### config.mk
export PLATFORM = sky130hd
export DESIGN_NAME = alu_dispatch
export DESIGN_NICKNAME = d
export VERILOG_FILES = /design/src/rtl/alu_dispatch.sv
export SDC_FILE = /design/constraint.sdc
export NUM_CORES = 1
export LEC_CHECK = 0
export BUFFER_PORTS_ARGS = -buffer_cell sky130_fd_sc_hd__buf_2
export CELL_PAD_IN_SITES_DETAIL_PLACEMENT = 1
export CELL_PAD_IN_SITES_GLOBAL_PLACEMENT = 1
export CORE_AREA = 2 2 334 336
export DETAILED_ROUTE_END_ITERATION = 10
export DIE_AREA = 0 0 336 338
export PLACE_DENSITY_LB_ADDON = 0.3
export SLEW_MARGIN = 20
export SYNTH_ARGS = -nofsm -noshare
export SYNTH_HDL_FRONTEND = slang
export SYNTH_SLANG_ARGS = --single-unit
### constraint.sdc
create_clock -name clk -period 58.6 [get_ports clk]
set_input_delay 2.93 -clock clk [delete_from_list [all_inputs] [get_ports clk]]
set_output_delay 2.93 -clock clk [all_outputs]
set_load 0.01 [all_outputs]
### src/rtl/alu_dispatch.sv
// Request dispatcher for a fixed-latency external ALU: registers operands onto the ALU
// ports, tracks each op through a latency pipe, and returns results through an in-order FWFT FIFO.
module alu_dispatch #(
  parameter int WIDTH   = 128,
  parameter int LATENCY = 2,
  parameter int DEPTH   = 4
) (
  input  logic             clk,
  input  logic             rst,

  input  logic             req_valid,
  output logic             req_ready,
  input  logic [3:0]       req_opcode,
  input  logic [WIDTH-1:0] req_a,
  input  logic [WIDTH-1:0] req_b,
  input  logic [4:0]       req_shift,
  input  logic [3:0]       req_tag,

  output logic [3:0]       alu_opcode,
  output logic [WIDTH-1:0] alu_input1,
  output logic [WIDTH-1:0] alu_input2,
  output logic [4:0]       alu_shiftValue,
  input  logic [WIDTH-1:0] alu_result,
  input  logic             alu_carry,
  input  logic             alu_zero,
  input  logic             alu_ovf,
  input  logic             alu_sign,

  output logic             rsp_valid,
  input  logic             rsp_ready,
  output logic [WIDTH-1:0] rsp_result,
  output logic [3:0]       rsp_flags,
  output logic [3:0]       rsp_tag,
  output logic             rsp_err
);

  localparam int PTR_W   = (DEPTH > 1) ? $clog2(DEPTH) : 1;
  localparam int CNT_W   = $clog2(DEPTH + 1);
  localparam int STAGES  = LATENCY + 1;
  localparam int ENTRY_W = WIDTH + 9;

  // Handshakes: a transfer happens at a posedge where valid and ready are both 1.
  // req_ready depends only on the registered outstanding count; rsp_valid only on FIFO occupancy.
  logic [CNT_W-1:0] outstanding;
  logic             fire;
  logic             pop;

  assign req_ready = (outstanding < CNT_W'(DEPTH));
  assign fire      = req_valid & req_ready;
  assign pop       = rsp_valid & rsp_ready;

  // Outstanding spans the whole lifetime of an op (in the ALU pipe or queued), so the
  // FIFO can never be written while full.
  always_ff @(posedge clk or posedge rst) begin
    if (rst) begin
      outstanding <= '0;
    end else begin
      case ({fire, pop})
        2'b10:   outstanding <= outstanding + 1'b1;
        2'b01:   outstanding <= outstanding - 1'b1;
        default: outstanding <= outstanding;
      endcase
    end
  end

  always_ff @(posedge clk or posedge rst) begin
    if (rst) begin
      alu_opcode     <= '0;
      alu_input1     <= '0;
      alu_input2     <= '0;
      alu_shiftValue <= '0;
    end else if (fire) begin
      alu_opcode     <= req_opcode;
      alu_input1     <= req_a;
      alu_input2     <= req_b;
      alu_shiftValue <= req_shift;
    end
  end

  logic [STAGES-1:0]      sr_valid;
  logic [STAGES-1:0]      sr_err;
  logic [STAGES-1:0][3:0] sr_tag;

  // Stage k holds the op fired k edges ago; the last stage lines up with a valid alu_result.
  always_ff @(posedge clk or posedge rst) begin
    if (rst) begin
      sr_valid <= '0;
      sr_err   <= '0;
      sr_tag   <= '0;
    end else begin
      sr_valid[0] <= fire;
      sr_err[0]   <= (req_opcode >= 4'd7);
      sr_tag[0]   <= req_tag;
      for (int i = 1; i < STAGES; i++) begin
        sr_valid[i] <= sr_valid[i-1];
        sr_err[i]   <= sr_err[i-1];
        sr_tag[i]   <= sr_tag[i-1];
      end
    end
  end

  logic [ENTRY_W-1:0] mem [DEPTH];
  logic [PTR_W-1:0]   wr_ptr;
  logic [PTR_W-1:0]   rd_ptr;
  logic [CNT_W-1:0]   fifo_cnt;
  logic               wr;

  assign wr = sr_valid[LATENCY];

  always_ff @(posedge clk or posedge rst) begin
    if (rst) begin
      for (int i = 0; i < DEPTH; i++) begin
        mem[i] <= '0;
      end
      wr_ptr   <= '0;
      rd_ptr   <= '0;
      fifo_cnt <= '0;
    end else begin
      if (wr) begin
        mem[wr_ptr] <= {alu_result, alu_carry, alu_zero, alu_ovf, alu_sign,
                        sr_tag[LATENCY], sr_err[LATENCY]};
        wr_ptr      <= (wr_ptr == PTR_W'(DEPTH - 1)) ? '0 : wr_ptr + 1'b1;
      end
      if (pop) begin
        rd_ptr <= (rd_ptr == PTR_W'(DEPTH - 1)) ? '0 : rd_ptr + 1'b1;
      end
      case ({wr, pop})
        2'b10:   fifo_cnt <= fifo_cnt + 1'b1;
        2'b01:   fifo_cnt <= fifo_cnt - 1'b1;
        default: fifo_cnt <= fifo_cnt;
      endcase
    end
  end

  // First-word-fall-through: the head entry is always on the response payload.
  assign rsp_valid = (fifo_cnt != '0);
  assign {rsp_result, rsp_flags, rsp_tag, rsp_err} = mem[rd_ptr];

endmodule

==> results.md, run 1 <==
* Final Hold Viols at 0
* Gr usage total at 18.34%
* Clk pwr share at 24.4%
* Mapped Cells at 1960
* Final setup vio count at 0
* PortBufs at 808
* Starting Density at 31.75%
* Pre-antenna DRT Iters at 4
* Pwr/cell area at 62.91 nW/um^2
* Inserted Clock Buffers at 97
* Design area at 43440 sq um
* Post-CTS sizing at 0
* Setup ws final at 51.95 ns
* Final Skew at 0.03441 ns
* Slowest stage delay, CP at 0.78 ns
* # rows at 122
* Critical path class: reg -> out
* Switching share of total power at 32.60%
* CP Capture Type: primary output
* Slowest-stage cell, CP: buf_4
* Area after DPL at 39780 sq um
* Logic pwr share at 37.7%
* Worst-Skew Late Latency at 0.66 ns
* DR iter-0 viols at 749
* Maxcap violations at 0
* Switching pwr at 0.8908 mW
* Clk root buf: clkbuf_16
* Clk pin slew, worst setup/hold paths at 0.06 ns
* Final Cycle Share at 11.35%
* Worst slew pin tran at 1.102 ns
* CP Data Arrival Time at 3.72 ns
* Top FF cell, synth: dfrtp_1
* Total Wirelength at 105300 um
* Synth cell count leaders: 841 x dfrtp_1, 815 x mux2_2, 137 x mux4_2
* Num Clock Sinks at 841
* Die height at 338 um
* Layout area overhead at 24.32%
* WL/cell at 24.09 um
* Synth unique cells at 19
* Yosys warnings at 0
* Post-Syn Area at 34940 sq um
* Share of cells above drive strength 1 at 68.75%
* Vias per inst at 4.720
* Synth area leaders: dfrtp_1 60%, mux2_2 26%, mux4_2 8.8%
* Worst vdd ir at 25.40 uV
* H-tree Lvls at 3
* Largest net degree at the start of global routing at 191
* Pleak at 19.30 nW
* Number of global-route vias before repair at 23.80k
* Max-slew violation count at 0
* Synthesized net count at 2374
* DR DRC count at 0
* Ports at 809
* Mean post-synth cell area at 17.83 sq um
* HPWL Detailed at 74280 um
* Crit start category: register
* Synth top area share at 60.23%
* Status: finished, final reports clean
* Clock tree from TritonCTS: built
* Asr flop ratio synth at 100.0%
* Crit path top cell by count: buf_4
* Total negative slack at 0 ns
* Clock Path Buffers at 3
* Placer congestion estimate at 0.8206
* Top-count cell post-synth: dfrtp_1
* Worst EP required at 55.67 ns
* RSZ-0062 raised after global routing: false
* Number of flops mapped to enable cells by yosys at 0
* Sequential area share after synthesis at 60.23%
* Hold crit path type: reg -> reg
* Max Clk Rate at 150.4 MHz
* Die Area at 113600 sq um
* Initial antenna violation count at 73
* Core box area at 110100 sq um
* P_int at 1.842 mW
* Post-CTS setup buffer count at 0
* Cells along the critical path: buf_4 > buf_4 > mux4_2 > buf_2
* DR vias at 20.64k
* Cts hold-fix bufs at 0
* Fin nets at 3184
* Die width at 336 um
* First-pass GRT wire length at 155200 um
* Antenna Nets Post-Route at 0
* Total gr overflow at 0
* Cell taking the most area after synthesis: dfrtp_1
* Place WS at 52.13 ns
* Critical-path maximum fanout at 43
* Worst rel slew slack at 26.50%
* Synth Register Bits at 841
* Crit path time final at 6.649 ns
* Reg power frac at 37.9%
critical path: cells and delay by family (launching register included):
| family | cells | cell delay (ns) |
|---|---|---|
| buffers and inverters | 3 | 1.68 |
| DFF | 1 | 0.68 |
| muxes | 1 | 0.63 |
layer usage:
layer | vias to the layer above | track usage (%) | routed length [um]
met5 | - | 0 | 151
met4 | 24 | 8.243 | 4527
met3 | 210 | 6.910 | 9101
met2 | 657 | 31.14 | 52690
met1 | 10890 | 20.48 | 38870
li1 | 8860 | - | -
cell type report:
type	count	area, sq um
diodes	39	97.59
clock buffers	120	2645
clock inverters	54	880.8
fillers	11200	66620
inverters	13	63.81
multi-input cells	986	12560
flip-flops and latches	841	21050
well taps	1488	1862
repair buffers	831	4278
state kept, by name (all words and copies together) (netlist names):
name            flops
sr_err              3
fifo_cnt            3
sr_tag             12
alu_shiftValue      5
wr_ptr              2
alu_opcode          4
outstanding         3
rd_ptr              2
mem               548
sr_valid            3
alu_input1        128
alu_input2        128
stage by stage:
stage / hold WS (ns) / power, mW / utilization [%] / cells
2_1_floorplan: 0.3312 / 1.697 / - / 1960
3_3_place_gp: 0.3332 / 2.041 / 36.15 / 4158
3_5_place_dp: 0.3363 / 2.096 / 36.15 / 4158
4_1_cts: 0.3437 / 2.781 / 39.35 / 4332
5_1_grt: 0.3500 / 2.902 / 39.42 / 4352
6_report: 0.3459 / 2.733 / 39.47 / 4372
power groups by stage:
stage	Clock [mW]	Sequential, mW	Combinational, mW
finish	0.666	1.04	1.03
global route	0.713	1.08	1.11
CTS	0.688	1.04	1.05
detailed placement	0	1.05	1.05
global placement	0	1.02	1.02
floorplan	0	1.04	0.660
worst paths after layout:
kind                           start         endpoint  slack (ns)  cells past startpoint
min                        sr_tag[6]       sr_tag[10]        0.35                      0
max reg2reg                wr_ptr[0]         mem[487]       55.10                      6
max in group asynchronous        rst  alu_input2[100]       52.96                      5
max                        rd_ptr[1]   rsp_result[65]       51.95                      4
min reg2reg                sr_tag[6]       sr_tag[10]        0.35                      0
min in group asynchronous        rst         mem[482]        2.47                      2
cells by family (layout without fill, tap and decap cells):
logic type | Yosys count | after routing | synth area share, %
fa+ha+maj | 9 | 9 | 0.3652
buf+inv | 133 | 1018 | 3.910
flops | 841 | 841 | 60.23
xor+xnor | 6 | 6 | 0.1504
compound gates | 5 | 5 | 0.08237
simple gates | 14 | 14 | 0.1647
other cells | 0 | 39 | 0
mux | 952 | 952 | 35.10
cells in the final DEF (no fill, tap or decap), drive strengths merged:
cell type  count
bufinv        21
clkinvlp       9
clkinv        21
nor2           3
nand2          9
clkbuf       120
mux4         137
o21ai          4
dfrtp        841
or3            2
diode         39
xor2           3
fa             2
a31o           1
xnor2          3
ha             7
buf          831
mux2         815
inv           16
(Power assumes the default switching activity.)
==> run 2, diff against run 1 <==
==> constraint.sdc (replaced) <==
create_clock -name clk -period 5.35 [get_ports clk]
set_input_delay 0.2675 -clock clk [delete_from_list [all_inputs] [get_ports clk]]
set_output_delay 0.2675 -clock clk [all_outputs]
set_load 0.01 [all_outputs]
==> results.md, run 2 (same netlist as run 1, synthesis figures left out) <==
* Status: finished, final reports clean
* Die width at 336 um
* Slowest-stage cell, CP: dfrtp_4
* Post-CTS sizing at 0
* Crit start category: register
* CP Capture Type: primary output
* RSZ-0062 raised after global routing: false
* Filler Cell Count at 11.16k
* Clk root buf: clkbuf_16
* PortBufs at 808
* Clock Path Buffers at 3
* Fin nets at 3592
* Max reg flops at 548
* Most flops, register: mem
* Setup ws final at 2.038 ns
* Critical-path maximum fanout at 49
* Finished Core Util at 43.00%
* Max Clk Rate at 301.9 MHz
* WL/cell at 23.81 um
* Post-CTS setup buffer count at 0
* Worst rel slew slack at 28.96%
* CP Data Arrival Time at 3.04 ns
* Core box area at 110100 sq um
* Antenna Nets Post-Route at 0
* Place WS at 2.642 ns
* Clk pin slew, worst setup/hold paths at 0.06 ns
* # rows at 122
* Total gr overflow at 0
* Pwr/cell area at 631.0 nW/um^2
* Initial antenna violation count at 61
* Slowest stage delay, CP at 1.12 ns
* Max-slew violation count at 0
* CP bufs+invs at 2
* Commonest non-fill, non-tap cell in the layout: dfrtp_1
* Share of cells above drive strength 1 at 59.85%
* Number of global-route vias before repair at 26.13k
* DR DRC count at 0
* DR iter-0 viols at 793
* Clock tree from TritonCTS: built
* Largest net degree at the start of global routing at 145
* Crit path time final at 3.312 ns
* Inserted Clock Buffers at 99
* Hold crit path type: in -> reg
* Die Area at 113600 sq um
* Starting Density at 31.75%
* Cells along the critical path: buf_4 > mux4_2 > buf_2
* Num Clock Sinks at 841
* Die height at 338 um
* Count of placed standard cells including taps at 4161
* Final Cycle Share at 61.92%
* Final Skew at 0.02196 ns
* Ports at 809
* DR vias at 22.48k
* Placer congestion estimate at 0.8500
* Worst EP required at 5.08 ns
* H-tree Lvls at 3
* Finished Layout Cells at 4780
* Worst slew pin tran at 1.066 ns
* Maxcap violations at 0
* Regs by FF count: mem x548, alu_input1 x128, alu_input2 x128
* HPWL Detailed at 76680 um
* Cell family with most CP delay: flip-flops
* Worst vdd ir at 298.5 uV
* Pre-antenna DRT Iters at 4
* Final setup vio count at 0
* First-pass GRT wire length at 168900 um
* Vias per inst at 4.703
* Gr usage total at 19.83%
* Worst-Skew Late Latency at 0.66 ns
* Pleak at 20.91 nW
* Final Hold Viols at 0
* Layout area overhead at 35.46%
* Critical path class: reg -> out
* Total Wirelength at 113800 um
* Most frequent cells in the layout: 839 x dfrtp_1, 815 x mux2_2, 808 x buf_2, 404 x dlygate4sd3_1, 137 x mux4_2
run 2: cell type report:
class,instances,area (sq um),share of cell area [%]
Inverter,13,60.06,0.1269
Clock buffer,144,2878,6.080
Clock inverter,29,350.3,0.7402
Sequential cell,841,21050,44.48
Antenna cell,42,105.1,0.2221
Timing Repair Buffer,1237,8463,17.88
Tap cell,1488,1862,3.934
Multi-Input combinational cell,986,12560,26.54
run 2: metal layers:
| metal | vias up | track usage [%] | wire length [um] |
|---|---|---|---|
| met4 | 26 | 8.110 | 3976 |
| met3 | 224 | 6.710 | 8749 |
| met1 | 11880 | 22.54 | 42660 |
| li1 | 9679 | - | - |
| met2 | 673 | 34.16 | 58270 |
| met5 | - | 0 | 168 |
run 2: worst min-delay path: stages:
cell and delay [ns]:
buf_2 0.10, nand2_1 0.17, inv_8 0.20
run 2: power by group:
part / total (mW) / switching, mW / leakage [nW] / internal, mW
Clock: 6.71 / 2.74 / 1.58 / 3.97
Combinational: 11.6 / 5.28 / 9.49 / 6.29
Sequential: 11.6 / 1.99 / 9.84 / 9.60
run 2: timing repair:
item | CTS | global route
endpoints found under the setup margin | 0 | 0
hold buffers | 404 | 0
endpoints found under the hold margin | 825 | 0
run 2: stage by stage:
stage / total power, mW / hold WS (ns) / setup TNS, ns / instance area, sq um
6_report: 29.87 / 0.2043 / 0 / 47330
3_3_place_gp: 22.51 / 0.3325 / 0 / 39950
2_1_floorplan: 18.60 / 0.2989 / -5442.72 / 34940
4_1_cts: 30.26 / 0.1873 / 0 / 47230
3_5_place_dp: 23.06 / 0.3440 / 0 / 39950
5_1_grt: 31.63 / 0.2301 / 0 / 47300
run 2: final timing paths:
check | from | end | slack, ns | cells past startpoint
worst max-delay path | rd_ptr[1] | rsp_result[122] | 2.04 | 3
worst min-delay path | req_valid | sr_valid[0] | 0.20 | 3
worst max register to register | wr_ptr[0] | mem[225] | 2.71 | 5
worst min register to register | sr_valid[0] | sr_valid[1] | 0.35 | 0
max in group asynchronous | rst | mem[283] | 3.47 | 5
min in group asynchronous | rst | mem[219] | 0.30 | 3
==> run 3, diff against run 2 <==
==> constraint.sdc (replaced) <==
create_clock -name clk -period 2.8 [get_ports clk]
set_input_delay 0.14 -clock clk [delete_from_list [all_inputs] [get_ports clk]]
set_output_delay 0.14 -clock clk [all_outputs]
set_load 0.01 [all_outputs]
==> results.md, run 3 (same netlist as run 1, synthesis figures left out) <==
* Reg2reg end: alu_input1[108]
* R2R Setup Slk at 0.77 ns
* Count of placed standard cells including taps at 4190
* Core box area at 110100 sq um
* First-pass GRT wire length at 169100 um
* FF-to-FF Start: outstanding[2]
* H-tree Lvls at 3
* Crit start category: register
* Share of cells above drive strength 1 at 60.30%
* Worst-Skew Late Latency at 0.67 ns
* Largest net degree at the start of global routing at 138
* Total Wirelength at 114500 um
* Pre-antenna DRT Iters at 4
* Starting Density at 31.75%
* Ports at 809
* Num Clock Sinks at 841
* Vias per inst at 4.708
* R2r worst-path depth at 5
* Number of global-route vias before repair at 26.40k
* Max Clk Rate at 380.5 MHz
* CP bufs+invs at 3
* GRT met1 Usage at 21.47%
* Worst EP required at 2.66 ns
* Post-CTS setup buffer count at 0
* Final hold slack at 0.1298 ns
* Cells along the critical path: buf_12 > buf_4 > mux4_2 > buf_2
* # rows at 122
* Antenna Nets Post-Route at 0
* Hold crit path type: in -> reg
* Final Cycle Share at 93.87%
* Finished Layout Cells at 4800
* Placer congestion estimate at 0.8711
* Crit path time final at 2.628 ns
* Initial antenna violation count at 58
* Worst setup path endpoint: rsp_result[68]
* Fin nets at 3619
* Worst rel slew slack at 48.56%
* Critical path launch point: rd_ptr[0]
* CP Capture Type: primary output
* Maxcap violations at 0
* Final setup vio count at 0
* Commonest non-fill, non-tap cell in the layout: dfrtp_1
* Clock tree from TritonCTS: built
* GR Util met3 at 6.836%
* Die height at 338 um
* Critical path class: reg -> out
* Die Area at 113600 sq um
* Total gr overflow at 0
* Pleak at 21.20 nW
* Pwr/cell area at 1210 nW/um^2
* Levels on crit path at 4
* Gr busiest metal: met2
* PortBufs at 808
* Max reg flops at 548
* DR iter-0 viols at 825
* Inserted Clock Buffers at 97
* Regs by FF count: mem x548, alu_input1 x128, alu_input2 x128
* WL/cell at 23.85 um
* GR Layer Usage met2 at 35.22%
* Final Hold Viols at 0
* Layout area overhead at 36.99%
* DR DRC count at 0
* Status: finished, final reports clean
* Slowest stage delay, CP at 0.64 ns
* Worst vdd ir at 600.4 uV
* Critical-path maximum fanout at 42
* Worst slew pin tran at 0.7717 ns
* Clk pin slew, worst setup/hold paths at 0.06 ns
* RSZ-0062 raised after global routing: false
* CP Data Arrival Time at 2.49 ns
* Clock Path Buffers at 3
* Gr usage total at 19.91%
* Final Skew at 0.03411 ns
* Die width at 336 um
* Most flops, register: mem
* HPWL Detailed at 79800 um
* Slowest-stage cell, CP: dfrtp_4
* Clk root buf: clkbuf_16
* DR vias at 22.60k
* Max-slew violation count at 0
* Cell family with most CP delay: buffers and inverters
* Most frequent cells in the layout: 839 x dfrtp_1, 815 x mux2_2, 808 x buf_2, 404 x dlygate4sd3_1, 137 x mux4_2
run 3: cell count changes in the layout (fill, tap and decap cells not counted), sizes merged:
| cell | previous run | this run |
|---|---|---|
| clkinvlp | 4 | 1 |
| bufinv | 5 | 9 |
| diode | 42 | 35 |
| clkbuf | 144 | 147 |
| buf | 833 | 862 |
| clkinv | 18 | 12 |
run 3: worst min path at each step:
stage / cells past startpoint / startpoint / end / slack [ns]
floorplan: 0 / req_tag[0] / sr_tag[0] / 0.17
global placement: 1 / req_tag[0] / sr_tag[0] / 0.25
detailed placement: 1 / req_tag[1] / sr_tag[1] / 0.25
CTS: 2 / req_tag[3] / sr_tag[3] / 0.06
global route: 2 / req_tag[3] / sr_tag[3] / 0.1
finish: 2 / req_tag[3] / sr_tag[3] / 0.13
run 3: timing repair:
| item | CTS | global route |
|---|---|---|
| setup endpoints to repair | 0 | 0 |
| hold buffers | 404 | 0 |
| hold endpoints to repair | 917 | 0 |
| resized for setup | 0 | 0 |
run 3: layer usage:
metal  vias up  routed length, um  part of all wire (%)
met5         -                203                  0.18
li1       9740                  -                     -
met2       694              59310                    52
met1     11900              41730                    36
met4        30               4412                   3.9
met3       236               8811                   7.7
run 3: final cells by class:
type | count | area [sq um]
antenna | 35 | 87.58
clock buffer | 147 | 2937
clock inverter | 24 | 440.4
fill | 11060 | 62190
inverter | 13 | 60.06
multi-input combinational | 986 | 12560
sequential | 841 | 21050
tap | 1488 | 1862
timing repair buffer | 1266 | 8869
run 3: metrics by stage:
step                      power, mW  worst slack (ns)  instance area (sq um)  util (%)  TNS [ns]
final                         57.92            0.1717                  47870     43.49         0
after global routing          61.36           0.01910                  47860     43.49         0
after CTS                     58.78           0.03500                  47780     43.41         0
after detailed placement      44.62            0.7430                  40360     36.67         0
after global placement        43.36            0.7706                  40360     36.67         0
after floorplan               35.54            -8.894                  34940         -  -7480.04
run 3: where the power goes:
part           total [mW]  internal, mW  switching, mW
Clock                13.2          8.06           5.18
Sequential           21.8          18.3           3.44
Combinational        22.9          12.3           10.6
Total                57.9          38.7           19.2
